==> config.mk <==
export PLATFORM = sky130hd
export DESIGN_NAME = reg_file_2p
export DESIGN_NICKNAME = d
export VERILOG_FILES = /design/src/rtl/reg_file_pkg.sv /design/src/rtl/reg_file_clr_seq.sv /design/src/rtl/reg_file_2p.sv
export SDC_FILE = /design/constraint.sdc
export NUM_CORES = 1
export LEC_CHECK = 0
export ABC_AREA = 1
export ABC_CLOCK_PERIOD_IN_PS = 4150
export BUFFER_PORTS_ARGS = -buffer_cell sky130_fd_sc_hd__buf_2
export CAP_MARGIN = 20
export CORE_UTILIZATION = 62
export CTS_BUF_LIST = sky130_fd_sc_hd__clkbuf_8
export DETAILED_ROUTE_END_ITERATION = 6
export PLACE_DENSITY_LB_ADDON = 0.1
export SLEW_MARGIN = 20
export SYNTH_ARGS = -nofsm -noshare
export SYNTH_HDL_FRONTEND = slang
export SYNTH_SLANG_ARGS = --single-unit
export TNS_END_PERCENT = 20
==> constraint.sdc <==
create_clock -name CLK -period 4.15 [get_ports CLK]
set_clock_uncertainty 0.15 [all_clocks]
set_input_delay 0.2075 -clock CLK [delete_from_list [all_inputs] [get_ports CLK]]
set_output_delay 0.2075 -clock CLK [all_outputs]
set_load 0.05 [all_outputs]
==> src/rtl/reg_file_pkg.sv <==
// Shared definitions for the two-port register file: the sweep FSM state
// encoding and the default geometry.
package reg_file_pkg;

  typedef enum logic {
    CLEARING = 1'b0,
    READY    = 1'b1
  } state_t;

  localparam int DEF_WIDTH = 8;
  localparam int DEF_DEPTH = 32;

endpackage

==> src/rtl/reg_file_clr_seq.sv <==
// Clear-sweep sequencer for reg_file_2p. Walks addr from 0 to DEPTH-1,
// one word per cycle, while busy is high. It starts after reset and
// restarts whenever start is seen in READY.
module reg_file_clr_seq
  import reg_file_pkg::*;
#(
  parameter int DEPTH = DEF_DEPTH,
  parameter int AW    = $clog2(DEPTH)
) (
  input  logic          CLK,
  input  logic          RST_N,
  input  logic          start,
  output logic          busy,
  output logic [AW-1:0] addr
);

  localparam logic [AW-1:0] LAST = AW'(DEPTH - 1);

  state_t        state;
  state_t        state_next;
  logic [AW-1:0] cnt;
  logic [AW-1:0] cnt_next;

  // State and sweep counter registers; reset restarts the sweep at word 0.
  always_ff @(posedge CLK or negedge RST_N) begin
    if (!RST_N) begin
      state <= CLEARING;
      cnt   <= '0;
    end else begin
      state <= state_next;
      cnt   <= cnt_next;
    end
  end

  // Next-state logic: advance the sweep, or hold READY until start.
  always_comb begin
    state_next = state;
    cnt_next   = cnt;
    case (state)
      CLEARING: begin
        if (cnt == LAST) begin
          state_next = READY;
          cnt_next   = '0;
        end else begin
          cnt_next = cnt + AW'(1);
        end
      end
      READY: begin
        if (start) begin
          state_next = CLEARING;
          cnt_next   = '0;
        end
      end
      default: begin
        state_next = CLEARING;
        cnt_next   = '0;
      end
    endcase
  end

  assign busy = (state == CLEARING);
  assign addr = cnt;

endmodule

==> src/rtl/reg_file_2p.sv <==
// Two-port (one write, one read) register file with a registered read,
// write-first bypass, range checking, and a zeroing sweep that runs after
// reset and on CLR. Optional even-parity protection is enabled by
// defining REG_FILE_2P_PARITY_EN.
//
// Handshake: a request is accepted only when CS is low and BUSY is low.
// The read response (RDATA, RVALID, PERR) and the ERR pulse appear exactly
// one cycle after the accepted request. No back-pressure is applied.
module reg_file_2p
  import reg_file_pkg::*;
#(
  parameter int WIDTH = DEF_WIDTH,
  parameter int DEPTH = DEF_DEPTH,
  parameter int AW    = $clog2(DEPTH)
) (
  input  logic             CLK,
  input  logic             RST_N,
  input  logic             CS,
  input  logic             WE,
  input  logic [AW-1:0]    WADDR,
  input  logic [WIDTH-1:0] WDATA,
  input  logic             RE,
  input  logic [AW-1:0]    RADDR,
  input  logic             CLR,
  input  logic             PINJ,
  output logic [WIDTH-1:0] RDATA,
  output logic             RVALID,
  output logic             BUSY,
  output logic             ERR,
  output logic             PERR
);

  // Compare addresses one bit wider so the range check is meaningful even
  // when DEPTH is a power of two.
  localparam logic [AW:0] DEPTH_X = (AW + 1)'(DEPTH);

  logic             sel;
  logic             wr_req;
  logic             rd_req;
  logic             wr_in;
  logic             rd_in;
  logic             wr_en;
  logic             bypass;
  logic [AW-1:0]    sweep_addr;
  logic [WIDTH-1:0] rd_word;
  logic [WIDTH-1:0] mem [DEPTH];

  assign sel    = !BUSY && !CS;
  assign wr_req = sel && WE;
  assign rd_req = sel && RE;
  assign wr_in  = ({1'b0, WADDR} < DEPTH_X);
  assign rd_in  = ({1'b0, RADDR} < DEPTH_X);
  assign wr_en  = wr_req && wr_in;
  assign bypass = wr_en && (WADDR == RADDR);

  reg_file_clr_seq #(
    .DEPTH (DEPTH),
    .AW    (AW)
  ) u_clr_seq (
    .CLK   (CLK),
    .RST_N (RST_N),
    .start (sel && CLR),
    .busy  (BUSY),
    .addr  (sweep_addr)
  );

  // Array storage: the sweep owns the write port while busy.
  always_ff @(posedge CLK) begin
    if (BUSY) begin
      mem[sweep_addr] <= '0;
    end else if (wr_en) begin
      mem[WADDR] <= WDATA;
    end
  end

  // Read word selection with write-first bypass.
  always_comb begin
    rd_word = mem[RADDR];
    if (bypass) begin
      rd_word = WDATA;
    end
  end

  // Registered read response and out-of-range error pulse.
  always_ff @(posedge CLK or negedge RST_N) begin
    if (!RST_N) begin
      RDATA  <= '0;
      RVALID <= 1'b0;
      ERR    <= 1'b0;
    end else begin
      RVALID <= rd_req;
      ERR    <= (wr_req && !wr_in) || (rd_req && !rd_in);
      if (rd_req) begin
        RDATA <= rd_in ? rd_word : '0;
      end
    end
  end

`ifdef REG_FILE_2P_PARITY_EN
  logic par_mem [DEPTH];
  logic rd_par;
  logic wr_par;

  assign wr_par = (^WDATA) ^ PINJ;

  // Parity storage follows the data array; zero words carry parity 0.
  always_ff @(posedge CLK) begin
    if (BUSY) begin
      par_mem[sweep_addr] <= 1'b0;
    end else if (wr_en) begin
      par_mem[WADDR] <= wr_par;
    end
  end

  // Stored parity of the word being read, bypassed like the data.
  always_comb begin
    rd_par = par_mem[RADDR];
    if (bypass) begin
      rd_par = wr_par;
    end
  end

  // Parity error flag, valid alongside RVALID.
  always_ff @(posedge CLK or negedge RST_N) begin
    if (!RST_N) begin
      PERR <= 1'b0;
    end else begin
      PERR <= rd_req && rd_in && (rd_par != (^rd_word));
    end
  end
`else
  logic unused_pinj;
  assign unused_pinj = PINJ;
  assign PERR        = 1'b0;
`endif

endmodule

==> summary.md <==
| Metric | Value |
|---|---|
| Antenna diodes | 0 |
| Total Routing Usage GR | 28.99% |
| Clock Latency Late Sink | 0.55 ns |
| Total grt overflow | 0 |
| Die Ht | 140.1 um |
| Clock tree root buffer cell | clkbuf_8 |
| TritonCTS buffer count | 44 |
| Top_reg_cell synth | edfxtp_1 |
| Layout cells sized above 1 | 10.38% |
| Sw Ratio | 30.98% |
| RSZ-0062 raised after global routing | no |
| Synth cell types | 26 |
| CTS clock-pin slew for the worst setup and hold paths | 0.06 ns |
| FFs w/ async S/R, synth | 5.535% |
| Die area | 19620 um2 |
| Detailed Route WL | 27.08 mm |
| Critical path class | register to register |
| Synth Cell Area | 11820 um2 |
| Drt via density | 5.659 |
| CTS tree | yes |
| Vias | 8194 |
| DRC | 0 |
| Biggest cell delay along the critical path | 0.77 ns |
| H-tree depth | 2 |
| Cts repair resizes | 0 |
| Worst path top cell family by delay | simple AND/OR/NAND/NOR gates |
| Power per cell area | 524.3 nW/um2 |
| Status | finished clean |
| Core area | 18710 um2 |
| Seq/Total Area, Yosys | 68.22% |
| CP required | 4.16 ns |
| Worst-case vdd ir drop | 0.0003494 V |
| Worst EP arrival | 3.02 ns |
| Pin count of the biggest net entering global routing | 104 |
| Mapped Avg Cell Area | 10.33 um2 |
| Routability cong. | 0.8802 |
| Clk pwr share | 30.3% |
| Leakage | 0.005484 uW |
| First-pass GRT wire length | 42.26 mm |
| Clk buf depth | 3 |
| Startpoint Class | register |
| Number of cell rows | 50 |
| Comb power frac | 18.9% |
| P&R area growth vs syn | 9.718% |
| Least-Margin Pin Slew | 1.014 ns |
| Ys Warns | 0 |
| Final hold violation count | 0 |
| Sw power | 2107 uW |
| #FFs+latches synth | 271 |
| Initial core utilization | 63.18% |
| Initial antenna violation count | 0 |
| HPWL Detailed | 16.16 mm |
| Final worst path period share | 72.51% |
| Slowest cell on crit path | nor2_1 |
| 1st-iter DRT viols | 711 |
| Relative slew slack | 31.99% |
| Cell internal pwr | 4693 uW |
| Fmax | 332.3 MHz |
| Setup TNS | 0 ns |
| Min cycle time layout | 3.009 ns |
| Cells after Synth | 1144 |
| Part of the power in registers | 50.8% |
| I/O pin count | 37 |
| Final Max Slew Viols | 0 |
| Routed Antenna Nets | 0 |
| Router iterations before antenna repair | 6 |
| CP bufs+invs | 1 |
| CP Cell Sequence | nand3_2 > nand2_2 > inv_2 > a21oi_1 > nand2_1 > nor2_1 |
| Vias in the first global route | 7965 |
| Setup bufs post-CTS | 0 |
| Worst Setup End Kind | register |
| Pwr Total | 6799 uW |
| CP max FO | 13 |
| Drt wl/cell | 18.70 um |
| IO buf count | 33 |
| # nets final | 1208 |
| Die W | 140.1 um |
| Max-cap violations | 0 |
| Post-synth EDFFs | 256 |
| Final setup vio count | 0 |
| Clk sink count | 271 |
| Hold Crit Class | input port to register |
[what timing repair did]
action                     CTS  global route
setup endpoints to repair    0             0
hold buffers                 4             0
hold endpoints to repair    21             0
[cell families (layout without fill, tap and decap cells)]
| logic type | count (synthesis) | after routing | share of synthesized area (%) |
|---|---|---|---|
| AND/OR/NAND/NOR | 687 | 687 | 25.02 |
| adder cells (fa/ha/maj) | 2 | 2 | 0.2117 |
| flip-flops | 271 | 271 | 68.22 |
| other | 1 | 2 | 0.03173 |
| buffers and inverters | 170 | 239 | 5.844 |
| AO/OA/AOI/OAI | 13 | 13 | 0.6776 |
[power by group through the flow]
stage	sequential, uW	clock, uW	combinational (uW)
floorplan	3600	0	774
global placement	3500	0	1220
detailed placement	3510	0	1260
CTS	3450	2090	1270
global route	3480	2190	1410
finish	3460	2060	1280
[metal layers]
layer / GRT usage (%) / routed length, um / part of all wire, % / vias up
li1: - / - / - / 3890
met1: 39.07 / 10760 / 40 / 3854
met2: 46.95 / 13080 / 48 / 395
met3: 5.436 / 2508 / 9.3 / 55
met4: 11.80 / 733 / 2.7 / 0
met5: 0 / 0 / 0 / -
[per-stage QoR]
stage	cells	utilization, %	setup slack, ns	instance area [um2]	hold slack, ns
6_report	1448	69.32	1.141	12970	0.03785
5_1_grt	1448	69.32	0.9552	12970	0.02611
4_1_cts	1448	69.30	1.190	12960	0.01642
3_5_place_dp	1365	64.89	1.202	12140	-0.01897
3_3_place_gp	1365	64.89	1.239	12140	-0.01855
2_1_floorplan	1145	-	2.167	11820	-0.2381
[layout by cell type (no fill, tap or decap), types with 7 or more instances in the layout]
| cell | count |
|---|---|
| nand2_1 | 408 |
| nand3_2 | 7 |
| dfrtp_1 | 15 |
| clkbuf_8 | 48 |
| edfxtp_1 | 256 |
| nand4_1 | 12 |
| clkinv_1 | 10 |
| nand3_1 | 203 |
| nor2_1 | 40 |
| inv_1 | 123 |
| buf_4 | 11 |
| buf_2 | 32 |
[cell type report]
cell class	instances	area, um2
clock buffer	48	660.6
clock inverter	31	123.9
fill	1394	5738
inverter	111	417.9
multi-input combinational	704	3087
sequential	271	8063
tap	234	292.8
timing repair buffer	49	322.8
[sequential cells by signal, summed over array words and instances (netlist names)]
register and flops:
RVALID 1, u_clr_seq.addr 5, mem 256, RDATA 8
u_clr_seq.state 1
[cells in the mapped netlist (2+ instances only)]
library cell / number / area share [%]
a21oi_1: 4 / 0.17
buf_1: 13 / 0.41
buf_2: 18 / 0.76
buf_4: 4 / 0.25
buf_6: 2 / 0.19
clkbuf_1: 22 / 0.70
clkinv_1: 2 / 0.064
dfrtp_1: 15 / 3.2
edfxtp_1: 256 / 65
ha_1: 2 / 0.21
inv_1: 106 / 3.4
inv_2: 3 / 0.095
nand2_1: 408 / 13
nand2_2: 6 / 0.32
nand3_1: 203 / 8.6
nand3_2: 7 / 0.59
nand4_1: 12 / 0.64
nor2_1: 45 / 1.4
nor2_2: 2 / 0.11
nor2_4: 3 / 0.29
o211ai_1: 5 / 0.32
o21ai_0: 2 / 0.085
[worst min-delay path: stages]
cell and delay (ns):
buf_2 0.09, inv_1 0.08, nor2_4 0.14
[path summary, 6_finish.rpt]
| check | from | end | slack [ns] | depth (start not counted) |
|---|---|---|---|---|
| max reg2reg | u_clr_seq.state | mem[19][7] | 1.14 | 6 |
| max | u_clr_seq.state | mem[19][7] | 1.14 | 6 |
| min | WDATA[4] | mem[13][4] | 0.04 | 3 |
| max in group asynchronous | RST_N | RDATA[6] | 2.76 | 3 |
| min in group asynchronous | RST_N | RDATA[5] | 0.63 | 3 |
| min reg2reg | RDATA[7] | RDATA[7] | 0.33 | 2 |
No activity file was read; power rests on OpenSTA's default activity.
